File: src/rtl/mips_pc_pkg.sv
// Shared definitions for the fetch-address sequencer.
//   pc_src_e            : which source supplies the next fetch address
//   EXC_VECTOR_DEFAULT  : default exception entry address (32-bit, zero-extended by users)
//   WORD_SHIFT          : branch offsets are in words; shift by this to get bytes
package mips_pc_pkg;

  typedef enum logic [2:0] {
    SRC_SEQ,
    SRC_BR,
    SRC_J,
    SRC_JR,
    SRC_RET,
    SRC_EXC,
    SRC_ERET
  } pc_src_e;

  localparam logic [31:0] EXC_VECTOR_DEFAULT = 32'h8000_0180;
  localparam int          WORD_SHIFT         = 2;

endpackage

File: src/rtl/pc_ras.sv
// Circular return-address stack.
//   clk          : rising-edge clock
//   rst_ni       : synchronous active-low reset (empties the stack)
//   push_i       : push push_data_i (overwrites the oldest entry when full)
//   pop_i        : pop the top entry (ignored when empty, flags underflow)
//   push_data_i  : return address to store
//   top_o        : current top entry (combinational)
//   empty_o      : no valid entries
//   count_o      : number of valid entries
//   overflow_o   : registered pulse, push happened while full
//   underflow_o  : registered pulse, pop requested while empty
module pc_ras #(
  parameter int ADDR_W    = 32,
  parameter int RAS_DEPTH = 4
) (
  input  logic                         clk,
  input  logic                         rst_ni,
  input  logic                         push_i,
  input  logic                         pop_i,
  input  logic [ADDR_W-1:0]            push_data_i,
  output logic [ADDR_W-1:0]            top_o,
  output logic                         empty_o,
  output logic [$clog2(RAS_DEPTH):0]   count_o,
  output logic                         overflow_o,
  output logic                         underflow_o
);

  localparam int PTR_W = $clog2(RAS_DEPTH);
  localparam int CNT_W = PTR_W + 1;

  logic [ADDR_W-1:0] stack_q [RAS_DEPTH];
  logic [PTR_W-1:0]  sp_q;      // next free slot; when full it points at the oldest entry
  logic [PTR_W-1:0]  top_ptr;
  logic [CNT_W-1:0]  cnt_q;
  logic              of_q;
  logic              uf_q;
  logic              full;

  assign full    = (cnt_q == CNT_W'(RAS_DEPTH));
  assign empty_o = (cnt_q == '0);
  // Depth is a power of two, so the pointer wraps naturally.
  assign top_ptr = sp_q - 1'b1;
  assign top_o   = stack_q[top_ptr];

  // Entries carry no reset: validity is tracked by cnt_q alone.
  generate
    for (genvar gi = 0; gi < RAS_DEPTH; gi++) begin : g_entry
      always_ff @(posedge clk) begin
        if (push_i && (sp_q == PTR_W'(gi))) begin
          stack_q[gi] <= push_data_i;
        end
      end
    end
  endgenerate

  always_ff @(posedge clk) begin
    if (!rst_ni) begin
      sp_q  <= '0;
      cnt_q <= '0;
      of_q  <= 1'b0;
      uf_q  <= 1'b0;
    end else begin
      of_q <= push_i && full;
      uf_q <= pop_i && empty_o;
      if (push_i) begin
        sp_q <= sp_q + 1'b1;
        if (!full) begin
          cnt_q <= cnt_q + 1'b1;
        end
      end else if (pop_i && !empty_o) begin
        sp_q  <= sp_q - 1'b1;
        cnt_q <= cnt_q - 1'b1;
      end
    end
  end

  assign count_o     = cnt_q;
  assign overflow_o  = of_q;
  assign underflow_o = uf_q;

endmodule

File: src/rtl/pc_sequencer.sv
// Program-counter sequencer at the head of the fetch path.
//   clk, reset          : rising-edge clock, synchronous active-low reset
//   stall               : freeze PC, EPC and RAS (exceptions still taken)
//   field_addr16/26     : branch word offset / jump index
//   jr_target           : register target (jr/jalr, empty-RAS return fallback)
//   branch_en/inv, zero_flag, jump_en, jr_en, link_en, ret_en, exc_en, eret_en
//                       : redirect requests, priority exc > eret > ret > jr > jump > branch
//   pc_out, pc_plus4    : current fetch address and its sequential successor
//   epc_out             : saved exception PC
//   ras_count           : valid return-stack entries
//   ras_underflow/ras_overflow/target_misaligned : registered one-cycle pulses
module pc_sequencer
  import mips_pc_pkg::*;
#(
  parameter int                ADDR_W       = 32,
  parameter logic [ADDR_W-1:0] RESET_VECTOR = '0,
  parameter logic [31:0]       EXC_VECTOR   = EXC_VECTOR_DEFAULT,
  parameter int                RAS_DEPTH    = 4
) (
  input  logic                       clk,
  input  logic                       reset,
  input  logic                       stall,
  input  logic [15:0]                field_addr16,
  input  logic [25:0]                field_addr26,
  input  logic [ADDR_W-1:0]          jr_target,
  input  logic                       branch_en,
  input  logic                       branch_inv,
  input  logic                       zero_flag,
  input  logic                       jump_en,
  input  logic                       jr_en,
  input  logic                       link_en,
  input  logic                       ret_en,
  input  logic                       exc_en,
  input  logic                       eret_en,
  output logic [ADDR_W-1:0]          pc_out,
  output logic [ADDR_W-1:0]          pc_plus4,
  output logic [ADDR_W-1:0]          epc_out,
  output logic [$clog2(RAS_DEPTH):0] ras_count,
  output logic                       ras_underflow,
  output logic                       ras_overflow,
  output logic                       target_misaligned
);

  logic [ADDR_W-1:0] pc_q, pc_d;
  logic [ADDR_W-1:0] epc_q, epc_d;
  logic              mis_q, mis_d;

  pc_src_e           src;
  logic              hold;
  logic              branch_taken;
  logic [ADDR_W-1:0] br_target;
  logic [ADDR_W-1:0] j_target;
  logic [ADDR_W-1:0] jr_aligned;
  logic [ADDR_W-1:0] ras_top;
  logic              ras_empty;
  logic              ras_push;
  logic              ras_pop;

  assign pc_plus4     = pc_q + ADDR_W'(4);
  assign branch_taken = branch_en && (branch_inv ? !zero_flag : zero_flag);
  assign br_target    = pc_plus4 + (ADDR_W'($signed(field_addr16)) << WORD_SHIFT);
  assign j_target     = {pc_plus4[ADDR_W-1:28], field_addr26, 2'b00};
  assign jr_aligned   = {jr_target[ADDR_W-1:2], 2'b00};

  // Source selection. A stall without an exception drops every request.
  always_comb begin
    src  = SRC_SEQ;
    hold = 1'b0;
    if (exc_en)            src  = SRC_EXC;
    else if (stall)        hold = 1'b1;
    else if (eret_en)      src  = SRC_ERET;
    else if (ret_en)       src  = SRC_RET;
    else if (jr_en)        src  = SRC_JR;
    else if (jump_en)      src  = SRC_J;
    else if (branch_taken) src  = SRC_BR;
  end

  always_comb begin
    pc_d = pc_plus4;
    case (src)
      SRC_BR:   pc_d = br_target;
      SRC_J:    pc_d = j_target;
      SRC_JR:   pc_d = jr_aligned;
      SRC_RET:  pc_d = ras_empty ? jr_aligned : ras_top;
      SRC_EXC:  pc_d = ADDR_W'(EXC_VECTOR);
      SRC_ERET: pc_d = epc_q;
      default:  pc_d = pc_plus4;
    endcase
    if (hold) begin
      pc_d = pc_q;
    end
  end

  // The faulting instruction is the one currently being fetched.
  assign epc_d = (src == SRC_EXC) ? pc_q : epc_q;

  // Misalignment only matters when jr_target actually becomes the PC.
  assign mis_d = !hold && (jr_target[1:0] != 2'b00) &&
                 ((src == SRC_JR) || ((src == SRC_RET) && ras_empty));

  assign ras_push = !hold && link_en && ((src == SRC_J) || (src == SRC_JR));
  assign ras_pop  = !hold && (src == SRC_RET);

  always_ff @(posedge clk) begin
    if (!reset) begin
      pc_q  <= RESET_VECTOR;
      epc_q <= '0;
      mis_q <= 1'b0;
    end else begin
      pc_q  <= pc_d;
      epc_q <= epc_d;
      mis_q <= mis_d;
    end
  end

  pc_ras #(
    .ADDR_W    (ADDR_W),
    .RAS_DEPTH (RAS_DEPTH)
  ) u_ras (
    .clk         (clk),
    .rst_ni      (reset),
    .push_i      (ras_push),
    .pop_i       (ras_pop),
    .push_data_i (pc_plus4),
    .top_o       (ras_top),
    .empty_o     (ras_empty),
    .count_o     (ras_count),
    .overflow_o  (ras_overflow),
    .underflow_o (ras_underflow)
  );

  assign pc_out            = pc_q;
  assign epc_out           = epc_q;
  assign target_misaligned = mis_q;

endmodule

File: config.mk
export PLATFORM = sky130hd
export DESIGN_NAME = pc_sequencer
export DESIGN_NICKNAME = d
export VERILOG_FILES = /design/src/rtl/mips_pc_pkg.sv /design/src/rtl/pc_ras.sv /design/src/rtl/pc_sequencer.sv
export SDC_FILE = /design/constraint.sdc
export NUM_CORES = 1
export LEC_CHECK = 0
export ABC_CLOCK_PERIOD_IN_PS = 4400
export BUFFER_PORTS_ARGS = -buffer_cell sky130_fd_sc_hd__buf_2
export CAP_MARGIN = 25
export CORE_ASPECT_RATIO = 1.75
export CORE_MARGIN = 3
export CORE_UTILIZATION = 57
export CTS_CLUSTER_SIZE = 8
export DETAILED_ROUTE_END_ITERATION = 7
export GPL_ROUTABILITY_DRIVEN = 1
export PLACE_DENSITY = 0.81
export SYNTH_ARGS = -nofsm -noshare
export SYNTH_HDL_FRONTEND = slang
export SYNTH_HIERARCHICAL = 1
export SYNTH_SLANG_ARGS = --single-unit
File: constraint.sdc
create_clock -name clk -period 4.4 [get_ports clk]
set_input_delay 0.88 -clock clk [delete_from_list [all_inputs] [get_ports clk]]
set_output_delay 0.88 -clock clk [all_outputs]
set_load 0.05 [all_outputs]
Yosys cells after proc, flatten, opt, wreduce, memory -nomap -nowiden

Memories as Yosys holds them, arrays and structs flattened.
Cells that the tools add are included.

Bits in registers: 72
Latch bits: 0
Memory bits (writable): 128
Memory bits (read-only): 0
Bits of input ports: 86
Output and inout bits: 102
Memories kept: 1

Memory list:

| name          | depth | width | rd ports | clocked after memory_dff | write ports | line         | text |
|---|---|---|---|---|---|---|---|
| u_ras.stack_q | 4     | 32    | 1        | 0                        | 1           | pc_ras.sv:31 | `logic [ADDR_W-1:0] stack_q [RAS_DEPTH];` |

$add $sub $neg: 6
Multipliers: 0
Div/mod/pow operators: 0
Magnitude comparators: 0
Eq/ne operators: 11
Shifts and indexed selects: 0
Mux-type cells: 34
Bitwise logic cells: 0
Reduce and logical (&&, ||, !) cells: 27

Operators with widths:

| operator                | number |
|---|---|
| $pmux W32 S6            | 1 |
| $mux W32                | 4 |
| $reduce_or A32 Y1       | 3 |
| $add A32 B3 Y32 const B | 1 |
| $add A32 B32 Y32        | 1 |
| $mux W3                 | 7 |
| $mux W1                 | 15 |
| $logic_and A1 B1 Y1     | 14 |
| $mux W2                 | 7 |
| $eq A3 B3 Y1 const B    | 4 |
| $eq A3 B2 Y1 const B    | 2 |
| $eq A2 B2 Y1 const B    | 2 |
| $reduce_bool A2 Y1      | 2 |
| $add A3 B1 Y3 const B   | 1 |
| $eq A3 B1 Y1 const B    | 1 |
| $logic_not A1 Y1        | 3 |
| $logic_not A3 Y1        | 1 |
| $sub A3 B1 Y3 const B   | 1 |
| $add A2 B1 Y2 const B   | 1 |
| $eq A2 B1 Y1 const B    | 1 |
| $logic_not A2 Y1        | 1 |
| $logic_or A1 B1 Y1      | 2 |
| $ne A2 B2 Y1 const B    | 1 |
| $reduce_and A2 Y1       | 1 |
| $sub A2 B1 Y2 const B   | 1 |

Longest topological paths before layout

Depth after elaboration: 20
Mapped depth: 17
Mapped depth without buffers: 16

Cells and area by module

Netlist, hierarchy kept.

Modules (own cells, without submodules):

| module       | instances | cells an instance | area an instance (um2) | sequential area each (um2) |
|---|---|---|---|---|
| pc_sequencer | 1         | 660               | 5,432.7                | 1,301.2 |
| pc_ras       | 1         | 221               | 5,049.8                | 3,983.8 |

Worst setup path after synthesis

OpenSTA, ideal clock, no wires.

Kind: register to register
From: reg pc_q[5] (netlist: pc_out[5])
To: reg pc_q[27] (netlist: pc_out[27])
Setup time: 0.123 ns
Data arrival time: 4.762 ns
Data required time: 4.277 ns
Slack: -0.485 ns
Cell stages (with the launch flop): 18
Period minus slack after synthesis: 4.885 ns
Path through: dfxtp_1 > buf_4 > and4_4 > nand4_2 > or3_1 > buf_6 > nor3_1 > xor2_1 > ha_1 > and3_1 > and2_1 > a221o_1 > nand3_1 > o211ai_1 > o21ai_0 > xnor2_1 > a221oi_1 > nor2_1

Longest elaborated chain between the ends: 3

RTL lines:

| what                     | line                | text |
|---|---|---|
| start: declaration       | pc_sequencer.sv:44  | `logic [ADDR_W-1:0] pc_q, pc_d;` |
| start signal: assignment | pc_sequencer.sv:110 | `pc_q <= pc_d;` |
| $add A32 B3 Y32          | pc_sequencer.sv:59  | `assign pc_plus4 = pc_q + ADDR_W'(4);` |
| net pc_plus4[19]         | pc_sequencer.sv:36  | `output logic [ADDR_W-1:0] pc_plus4,` |
| $add A32 B32 Y32         | pc_sequencer.sv:61  | `assign br_target = pc_plus4 + (ADDR_W'($signed(field_addr16)) << WORD_SHIFT);` |
| $pmux W32 S6             | pc_sequencer.sv:80  | `case (src)` |

The timed path passes the listed nets, and every way through them passes these cells.
A chain may end at the register's enable or synchronous reset.

Final worst setup path

From: reg pc_q[15] (netlist: pc_out[15])
To: out pc_plus4[30]

Longest elaborated chain between the ends: 1

RTL lines:

| what             | line |
|---|---|
| $add A32 B3 Y32  | pc_sequencer.sv:59 |
| end: declaration | pc_sequencer.sv:36 |

Every way passes these cells.

==> results.json <==
{
  "finalSetupTns_ps": 0,
  "crit_type": "reg -> out",
  "syn-instance-count": 881,
  "hp-class": "reg -> reg",
  "synth-edff-count": 128,
  "finalHoldViolations": 0,
  "yosys_warnings": 6,
  "drc": 0,
  "die-area_um2": 20100,
  "drive_above_1_share": 0.298,
  "grt_pass1_vias": 8710,
  "required_ps": 3520,
  "dieHeight_um": 185,
  "crit-reg2reg-launch": "pc_out[5]",
  "setup_violations": 0,
  "post_cts_resized": 0,
  "post-route-period-util": 0.928,
  "hold_start": "epc_out[22]",
  "slew_violations": 0,
  "rsz0062_at_grt": "no",
  "reg2reg_depth": 15,
  "clk_pin_slew_ps": 70,
  "hold_ws_ps": 538,
  "vias": 8659,
  "holdPathStages": 2,
  "globalRouteTotalUtil": 0.325,
  "rows": 65,
  "drt-initial-drc-count": 590,
  "worst_pin_slew_ps": 820,
  "io_pins": 188,
  "multi_input_area_um2": 5000,
  "irDropWorstVdd_uv": 239,
  "start_kind": "register",
  "regArea_um2": 5290,
  "grt_first_pass_wirelength_um": 48700,
  "netlist_area_um2": 10500,
  "n_fill_cell": 1347,
  "ys_seq_elements": 200,
  "fp.dieW_um": 109,
  "clock.fmax_ghz": 0.245,
  "cp.arrival_ps": 3200,
  "first_pass_iters": 5,
  "clock_skew_ps": 10.3,
  "cts_sinks": 200,
  "yosysUniqueCellTypes": 74,
  "root_buffer": "clkbuf_16",
  "cellPowerDensity_nw_per_um2": 341,
  "cts_made_buffers": 17,
  "wirelength_um": 32100,
  "clk_latency_ps": 440,
  "h-tree-depth": 4,
  "start_util": 0.581,
  "crit_fanout": 7,
  "grt_max_degree": 43,
  "fin_crit_ps": 4080,
  "synthesis.nets": 1008,
  "area_delta_synth_final_pct": 18.8,
  "drtAntennaViolNets": 0,
  "status": "completed",
  "avgSynthCellArea_um2": 11.9,
  "gp_congestion": 0.951,
  "port_buffers": 187,
  "via_per_inst": 6.52,
  "cts_tree": "yes",
  "leakage_nw": 5.08,
  "cts_buffer_depth": 2,
  "wire_per_inst_um": 24.2,
  "synth-seq-area-share": 0.504,
  "antenna_found_initial": 2,
  "dp_hpwl_um": 22600,
  "hold_buffers": 0,
  "grt_overflow": 0,
  "hold_end": "epc_out[22]",
  "drv_cap": 0,
  "post-cts-setup-buffer-count": 0,
  "worstSetupEndpointType": "primary output",
  "regToRegSetupSlack_ps": 410,
  "core_area_um2": 18100,
  "synthFlopType": "edfxtp_1",
  "nets": 1207,
  "r2r-end": "pc_out[29]",
  "slew_headroom": 0.453,
  "synth-async-reset-ratio": 0
}
## layer usage
layer  routed length [um]  vias to the layer above  track usage
met1                10900                     4214        0.358
met3                 2690                      137       0.0652
met2                16600                      490        0.569
met4                 2000                        2        0.195
met5                    7                        -            0
li1                     -                     3816            -
## power by group
part,switching (mW),internal [mW]
clock,0.690,0.756
combinational,0.485,0.247
sequential,0.0423,2.03
total,1.22,3.03
## worst max-delay path, stage by stage (launching register included)
cell	delay (ps)
dfxtp_1	550
nand3_1	200
nor2_1	170
and3_1	240
nand3_1	180
buf_4	210
nor4_1	310
xor2_1	520
buf_2	380
## through the flow
stage	instance area [um^2]	power (mW)	instances	setup WS (ps)	util
after global routing	12500	4.38	1327	89.2	0.690
after global placement	11900	2.82	1295	441	0.660
after CTS	12500	4.26	1327	242	0.690
after detailed placement	11900	2.83	1295	303	0.660
final	12500	4.25	1328	318	0.690
after floorplan	10600	2.60	881	0.330	-
## area by class of cell
cell class | count | area share
Antenna cell | 1 | 0.000201
Clock buffer | 21 | 0.0371
Clock inverter | 11 | 0.00572
Inverter | 20 | 0.00603
Multi-Input combinational cell | 611 | 0.402
Sequential cell | 200 | 0.425
Tap cell | 234 | 0.0235
Timing Repair Buffer | 230 | 0.101
## kinds of logic after synthesis
| group | share of synthesized area |
|---|---|
| compound gates | 0.158 |
| xor+xnor | 0.0475 |
| fa+ha+maj | 0.0504 |
| buf+inv | 0.0276 |
| flops | 0.504 |
| mux | 0.104 |
| simple gates | 0.109 |
## flip-flops by register name, indices dropped and copies added, names as in the netlist
register,cells
epc_out,32
pc_out,32
target_misaligned,1
u_ras/count_o,3
u_ras/overflow_o,1
u_ras/sp_q,2
u_ras/stack_q,128
u_ras/underflow_o,1
## cell usage in the layout, fill, tap and decap left out, types with 16 or more instances in the layout
cell,n
a21oi_1,41
a221o_1,39
a221oi_1,25
buf_2,187
buf_4,43
clkbuf_16,18
dfxtp_1,67
edfxtp_1,128
ha_1,39
inv_1,20
mux2i_1,37
mux4_2,32
nand2_1,45
nand3_1,16
nor2_1,54
nor2b_1,38
o21ai_0,55
xnor2_1,27
xor2_1,21
## how the worst max path moves through the flow
stage / start / endpoint / slack (ps) / cells after the start
2_1_floorplan: pc_out[2] / pc_out[30] / 0.3 / 14
3_3_place_gp: pc_out[5] / pc_out[31] / 440 / 15
3_5_place_dp: pc_out[5] / pc_out[31] / 300 / 15
4_1_cts: pc_out[5] / pc_out[29] / 240 / 15
5_1_grt: pc_out[2] / pc_out[29] / 90 / 16
6_report: pc_out[15] / pc_plus4[30] / 320 / 8
## cells in the mapped netlist, drive strengths merged (3+ instances only)
| master | instances | area share |
|---|---|---|
| dfxtp | 72 | 0.14 |
| nand2b | 3 | 0.0018 |
| and2 | 10 | 0.0060 |
| edfxtp | 128 | 0.37 |
| o211ai | 5 | 0.0036 |
| o21bai | 3 | 0.0025 |
| mux4 | 32 | 0.069 |
| o21ai | 58 | 0.028 |
| a211oi | 9 | 0.0076 |
| xnor2 | 32 | 0.027 |
| clkbuf | 35 | 0.013 |
| nor2b | 39 | 0.023 |
| a31oi | 11 | 0.0080 |
| nand2 | 45 | 0.016 |
| nand4 | 7 | 0.0048 |
| nor3 | 8 | 0.0038 |
| a221o | 39 | 0.037 |
| a221oi | 25 | 0.021 |
| mux2i | 37 | 0.035 |
| nor2 | 55 | 0.020 |
| nor4 | 5 | 0.0044 |
| and4 | 3 | 0.0029 |
| ha | 39 | 0.047 |
| a21oi | 41 | 0.020 |
| o22ai | 3 | 0.0024 |
| xor2 | 24 | 0.020 |
| or3 | 3 | 0.0024 |
| nand3 | 16 | 0.0076 |
| a21o | 9 | 0.0064 |
| inv | 20 | 0.0072 |
| buf | 15 | 0.0079 |
| o21a | 3 | 0.0021 |
| and3 | 16 | 0.010 |
| a222oi | 4 | 0.0038 |
Note: power is estimated with default switching activity, not from simulation.
